### config.mk
export PLATFORM = sky130hd
export DESIGN_NAME = tpg_ppc
export DESIGN_NICKNAME = d
export VERILOG_FILES = /design/src/rtl/tpg_ppc.sv
export SDC_FILE = /design/constraint.sdc
export NUM_CORES = 1
export LEC_CHECK = 0
export ABC_AREA = 1
export CORE_ASPECT_RATIO = 1.2
export CORE_MARGIN = 2
export CORE_UTILIZATION = 45
export CTS_CLUSTER_DIAMETER = 60
export DETAILED_ROUTE_END_ITERATION = 7
export DONT_BUFFER_PORTS = 1
export PLACE_DENSITY = 0.64
export SLEW_MARGIN = 20
export SYNTH_ARGS = -nofsm -noshare
export SYNTH_HDL_FRONTEND = slang
export SYNTH_SLANG_ARGS = --single-unit
### constraint.sdc
create_clock -name PIXEL_CLK_I -period 6.1 [get_ports PIXEL_CLK_I]
set_clock_uncertainty 0.05 [all_clocks]
set_input_delay 0 -clock PIXEL_CLK_I [delete_from_list [all_inputs] [get_ports PIXEL_CLK_I]]
set_output_delay 0 -clock PIXEL_CLK_I [all_outputs]
set_load 0.1 [all_outputs]
### src/rtl/tpg_ppc.sv
// Video timing pattern generator producing HS/VS/DE and active coordinates
// at 1, 2 or 4 pixels per clock, with frame-boundary reconfiguration.
module tpg_ppc #(
   parameter int PPC          = 1,
   parameter int CNT_W        = 16,
   parameter int VS_ALLIGN_EN = 0
) (
   input  logic             PIXEL_CLK_I,
   input  logic             RESETN_I,
   input  logic             EN_I,
   input  logic [CNT_W-1:0] HSYNC_I,
   input  logic [CNT_W-1:0] HBP_I,
   input  logic [CNT_W-1:0] HACTIVE_I,
   input  logic [CNT_W-1:0] HFP_I,
   input  logic [CNT_W-1:0] VSYNC_I,
   input  logic [CNT_W-1:0] VBP_I,
   input  logic [CNT_W-1:0] VACTIVE_I,
   input  logic [CNT_W-1:0] VFP_I,
   input  logic [2:0]       POL_I,
   input  logic             UPDATE_I,
   input  logic             VS_ALLIGN_I,
   output logic             HS_O,
   output logic             VS_O,
   output logic             DE_O,
   output logic [CNT_W-1:0] ACTIVE_X_O,
   output logic [CNT_W-1:0] ACTIVE_Y_O,
   output logic [15:0]      FRAME_CNT_O,
   output logic             UPDATE_DONE_O,
   output logic             CFG_ERR_O
);
   localparam int SH = (PPC == 4) ? 2 : (PPC == 2) ? 1 : 0;
   localparam int W2 = CNT_W + 2;
   localparam logic [CNT_W-1:0] PMASK = CNT_W'(PPC - 1);

   typedef enum logic [1:0] {S_IDLE, S_RUN, S_PEND} state_t;

   // Reset asserts asynchronously but releases two clocks later.
   logic [1:0] rst_sync_q, rst_sync_d;
   logic       rst_n;
   assign rst_sync_d = {rst_sync_q[0], 1'b1};
   assign rst_n      = rst_sync_q[1];

   always_ff @(posedge PIXEL_CLK_I or negedge RESETN_I)
      if (!RESETN_I) rst_sync_q <= 2'b00;
      else           rst_sync_q <= rst_sync_d;

   // Shadow fields: 0 hsync, 1 hbp, 2 hact, 3 hfp, 4 vsync, 5 vbp, 6 vact, 7 vfp
   logic [7:0][CNT_W-1:0] cfg_q, cfg_d, cfg_in;
   state_t                state_q, state_d;
   logic [CNT_W-1:0]      x_q, x_d, y_q, y_d, ax_q, ax_d, ay_q, ay_d;
   logic [15:0]           fc_q, fc_d;
   logic                  valid_q, valid_d, ld_q, ld_d, udone_q, udone_d, err_q, err_d;
   logic                  al_q, al_d, hs_q, hs_d, vs_q, vs_d, de_q, de_d;

   assign cfg_in = {VFP_I, VACTIVE_I, VBP_I, VSYNC_I, HFP_I, HACTIVE_I, HBP_I, HSYNC_I};

   logic [W2-1:0] htot_w, vtot_w;
   logic          cfg_ok;
   assign htot_w = W2'(HSYNC_I) + W2'(HBP_I) + W2'(HACTIVE_I) + W2'(HFP_I);
   assign vtot_w = W2'(VSYNC_I) + W2'(VBP_I) + W2'(VACTIVE_I) + W2'(VFP_I);
   assign cfg_ok = (((HSYNC_I | HBP_I | HACTIVE_I | HFP_I) & PMASK) == '0) &&
                   (HACTIVE_I != '0) && (VACTIVE_I != '0) &&
                   (HSYNC_I != '0) && (VSYNC_I != '0) &&
                   ((htot_w >> CNT_W) == '0) && ((vtot_w >> CNT_W) == '0);

   // Horizontal limits are in clocks, vertical limits in lines.
   logic [CNT_W-1:0] h_sync_c, h_ast_c, h_aend_c, h_last_c, v_ast, v_aend, v_last;
   assign h_sync_c = cfg_q[0] >> SH;
   assign h_ast_c  = (cfg_q[0] + cfg_q[1]) >> SH;
   assign h_aend_c = (cfg_q[0] + cfg_q[1] + cfg_q[2]) >> SH;
   assign h_last_c = ((cfg_q[0] + cfg_q[1] + cfg_q[2] + cfg_q[3]) >> SH) - CNT_W'(1);
   assign v_ast    = cfg_q[4] + cfg_q[5];
   assign v_aend   = v_ast + cfg_q[6];
   assign v_last   = v_aend + cfg_q[7] - CNT_W'(1);

   logic run, x_end, y_end, align, load_try;

   always_comb begin
      state_d  = state_q;
      x_d      = x_q;
      y_d      = y_q;
      fc_d     = fc_q;
      cfg_d    = cfg_q;
      valid_d  = valid_q;
      err_d    = err_q;
      ld_d     = 1'b0;
      udone_d  = ld_q;
      al_d     = VS_ALLIGN_I;
      load_try = 1'b0;
      run      = (state_q != S_IDLE) && EN_I;
      x_end    = (x_q == h_last_c);
      y_end    = (y_q == v_last);
      align    = (VS_ALLIGN_EN != 0) && VS_ALLIGN_I && !al_q;

      case (state_q)
         S_IDLE: begin
            load_try = UPDATE_I;
            if (EN_I && valid_q) state_d = S_RUN;
         end
         default: begin
            if (!EN_I) begin
               state_d = S_IDLE;
               x_d     = '0;
               y_d     = '0;
            end else begin
               if (align) begin
                  x_d = '0;
                  y_d = '0;
               end else if (x_end) begin
                  x_d = '0;
                  if (y_end) begin
                     y_d  = '0;
                     fc_d = fc_q + 16'd1;
                  end else begin
                     y_d = y_q + CNT_W'(1);
                  end
               end else begin
                  x_d = x_q + CNT_W'(1);
               end
               // A pending update lands on whichever restart comes first.
               if (state_q == S_PEND && (align || (x_end && y_end))) begin
                  load_try = 1'b1;
                  state_d  = S_RUN;
               end else if (state_q == S_RUN && UPDATE_I) begin
                  state_d = S_PEND;
               end
            end
         end
      endcase

      if (load_try) begin
         if (cfg_ok) begin
            cfg_d   = cfg_in;
            valid_d = 1'b1;
            ld_d    = 1'b1;
            err_d   = 1'b0;
         end else begin
            err_d = 1'b1;
         end
      end

      hs_d = run && (x_q < h_sync_c);
      vs_d = run && (y_q < cfg_q[4]);
      de_d = run && (x_q >= h_ast_c) && (x_q < h_aend_c) && (y_q >= v_ast) && (y_q < v_aend);
      ax_d = de_d ? ((x_q - h_ast_c) << SH) : '0;
      ay_d = de_d ? (y_q - v_ast) : '0;
   end

   always_ff @(posedge PIXEL_CLK_I or negedge rst_n) begin
      if (!rst_n) begin
         state_q <= S_IDLE;
         x_q     <= '0;
         y_q     <= '0;
         fc_q    <= '0;
         cfg_q   <= '0;
         valid_q <= 1'b0;
         err_q   <= 1'b0;
         ld_q    <= 1'b0;
         udone_q <= 1'b0;
         al_q    <= 1'b1;
         hs_q    <= 1'b0;
         vs_q    <= 1'b0;
         de_q    <= 1'b0;
         ax_q    <= '0;
         ay_q    <= '0;
      end else begin
         state_q <= state_d;
         x_q     <= x_d;
         y_q     <= y_d;
         fc_q    <= fc_d;
         cfg_q   <= cfg_d;
         valid_q <= valid_d;
         err_q   <= err_d;
         ld_q    <= ld_d;
         udone_q <= udone_d;
         al_q    <= al_d;
         hs_q    <= hs_d;
         vs_q    <= vs_d;
         de_q    <= de_d;
         ax_q    <= ax_d;
         ay_q    <= ay_d;
      end
   end

   // Polarity sits after the flops so it is live even while in reset.
   assign HS_O          = hs_q ^ POL_I[1];
   assign VS_O          = vs_q ^ POL_I[2];
   assign DE_O          = de_q ^ POL_I[0];
   assign ACTIVE_X_O    = ax_q;
   assign ACTIVE_Y_O    = ay_q;
   assign FRAME_CNT_O   = fc_q;
   assign UPDATE_DONE_O = udone_q;
   assign CFG_ERR_O     = err_q;
endmodule
==> run summary <==
outcome -> finished, final reports clean
pre-CTS setup slack -> 178 ps
row cnt -> 83
CTS tree -> done
Async SR Flop Fraction -> 100%
Ys Warns -> 0
global route overflow -> 0
final net count -> 3157
Die Y -> 232 microns
antenna violations before repair -> 0
most frequent cells in the layout -> nand2_1 (651), inv_1 (353), nand3_1 (247)
fin worst setup slack -> 260 ps
flops & latches, synth -> 219
critical path launch point type -> flip-flop
clk buf depth -> 3
Fmax -> 0.171 GHz
cts bufs inserted -> 28
core box area -> 42800 sq um
Post-DRT Antenna Nets -> 0
Detailed Routing Iterations Pass 1 -> 6
DRC errors left -> 0
fin crit share -> 95.7%
Worst-Skew Late Latency -> 580 ps
TritonCTS Sinks -> 219
CP max stage cell -> dfrtp_1
largest net degree at the start of global routing -> 106
top_reg_cell synth -> dfrtp_1
drt wl/cell -> 17.2 microns
first-pass GRT wire length -> 87300 microns
via count -> 17700
commonest non-fill, non-tap cell in the layout -> nand2_1
Top Ports -> 189
Vias/cell -> 5.38
input/output buffers -> 0
Iteration-0 DRC Markers -> 1043
Total GRT Usage -> 23.9%
MaxCap Viol Count -> 0
crit end category -> flip-flop
Syn Nets -> 2994
Starting Density -> 45.5%
top layer in use -> met4
Die Width -> 194 microns
Syn Area/Cell -> 7.60 sq um
root buf cell -> clkbuf_16
final wirelength -> 56800 microns
library cells used by synthesis -> 51
reg-to-reg startpoint -> h_sync_c[4]
CP max FO -> 15
Mapped Cells -> 2561
endpoints failing setup -> 0
fin crit period -> 5840 ps
Worst R2R Path Depth -> 34
met2 wire length -> 24800 microns
Die ar. -> 44900 sq um
Hold Path Class -> in2reg
H-Tree Depth -> 1
HP Start -> HACTIVE_I[1]
CP Data Required Time -> 6520 ps
cell repeated most along the worst path -> nand2_1
CP peak stage delay -> 410 ps
sequential area share after synthesis -> 28.2%
GP Congestion -> 0.971
number of global-route vias before repair -> 17100
critical path data arrival time -> 6260 ps
Area Growth Syn to Fin -> 19.2%
Worst Setup SP -> h_sync_c[4]
max_slew headroom -> 22.9%
crit path kind -> reg2reg
number of synthesized flops with an enable pin -> 0
Slew Limit Fails -> 0
met3 WL -> 3570 microns
Worst Max-Slew Pin Slew -> 1160 ps
fraction of layout cells with a size suffix above 1 -> 7.32%
DP Wirelength -> 41700 microns
Hold Path Stages -> 3
Hold Vio Cnt, Final -> 0
Post-Route M1 WL -> 26300 microns
Core Util, Final -> 54.2%
setup TNS -> 0 ps
synthesized cell area -> 19500 sq um
Reg clk slew, reported paths -> 60 ps
==> per-stage QoR <==
step	instance area, sq um	std cells	hold WS, ps
2_1_floorplan	19500	2561	-346
3_3_place_gp	20100	3085	-346
3_5_place_dp	20100	3085	-346
4_1_cts	22500	3268	33.4
5_1_grt	23200	3297	54.9
6_report	23200	3298	59.4
==> worst paths after layout <==
path,end,slack (ps)
setup reg to reg,CFG_ERR_O,260
max in group asynchronous,y_q[2],4370
min in group asynchronous,rst_sync_q[1],140
hold / removal,cfg_q[33],60
hold reg to reg,rst_sync_q[1],300
setup / recovery,CFG_ERR_O,260
==> kinds of logic (layout without fill, tap and decap cells) <==
group	count (synthesis)	count (layout)	synth area share [%]
fa+ha+maj	297	297	21.8
other cells	1	2	0.0193
simple gates	1211	1212	26.6
flops	219	219	28.2
xor+xnor	139	139	6.40
buf+inv	414	597	8.71
compound gates	280	280	8.33
==> layer usage <==
metal,vias to the layer above,track usage [%]
li1,8696,-
met5,-,0
met3,117,3.51
met1,8342,34.4
met4,0,8.62
met2,589,36.6
==> synth_stat cells, types with 13 or more instances <==
master	instances	share of area, %
nand2_1	662	13
a21oi_1	139	3.6
dfrtp_1	219	28
o21bai_1	15	0.58
inv_1	355	6.8
nor4_1	21	0.68
nor2_1	164	3.2
nor3_1	35	0.90
xnor2_1	46	2.1
buf_4	13	0.50
o21ai_0	55	1.4
fa_1	70	7.2
nand4_1	42	1.4
xor2_1	91	4.1
clkbuf_1	22	0.42
nand3_1	248	6.4
ha_1	227	15
==> area by class of cell <==
| cell class | count | area [sq um] |
|---|---|---|
| tap | 552 | 691 |
| timing repair buffer | 186 | 2010 |
| inverter | 360 | 1350 |
| sequential | 219 | 5480 |
| antenna | 1 | 2.50 |
| fill | 3935 | 19600 |
| clock inverter | 14 | 225 |
| clock buffer | 37 | 795 |
| multi-input combinational | 1929 | 12600 |
==> worst max-delay path, delay by kind of cell (launching register included) <==
family / cells / cell delay [ps]
AOI/OAI and AO/OA: 5 / 960
xor gates and xnor gates: 3 / 690
adders and majority gates: 3 / 1010
buffers and inverters: 3 / 410
DFF: 1 / 410
and+or+nand+nor: 20 / 2170
==> sequential cells by signal, summed over array words and instances (netlist names), 2 cells and up <==
signal,count
y_q,16
x_q,16
state_q,2
FRAME_CNT_O,16
ACTIVE_Y_O,16
ACTIVE_X_O,16
rst_sync_q,2
cfg_q,112
h_sync_c,16
==> timing repair <==
action / CTS / global route
setup buffers: 0 / 15
gates resized for setup: 0 / 80
endpoints found under the setup margin: 0 / 180
hold endpoints to repair: 177 / 0
hold buffers: 132 / 0
Power is not shown: default switching activity piles up to over one toggle a cycle in this logic, so the estimate is an artifact.
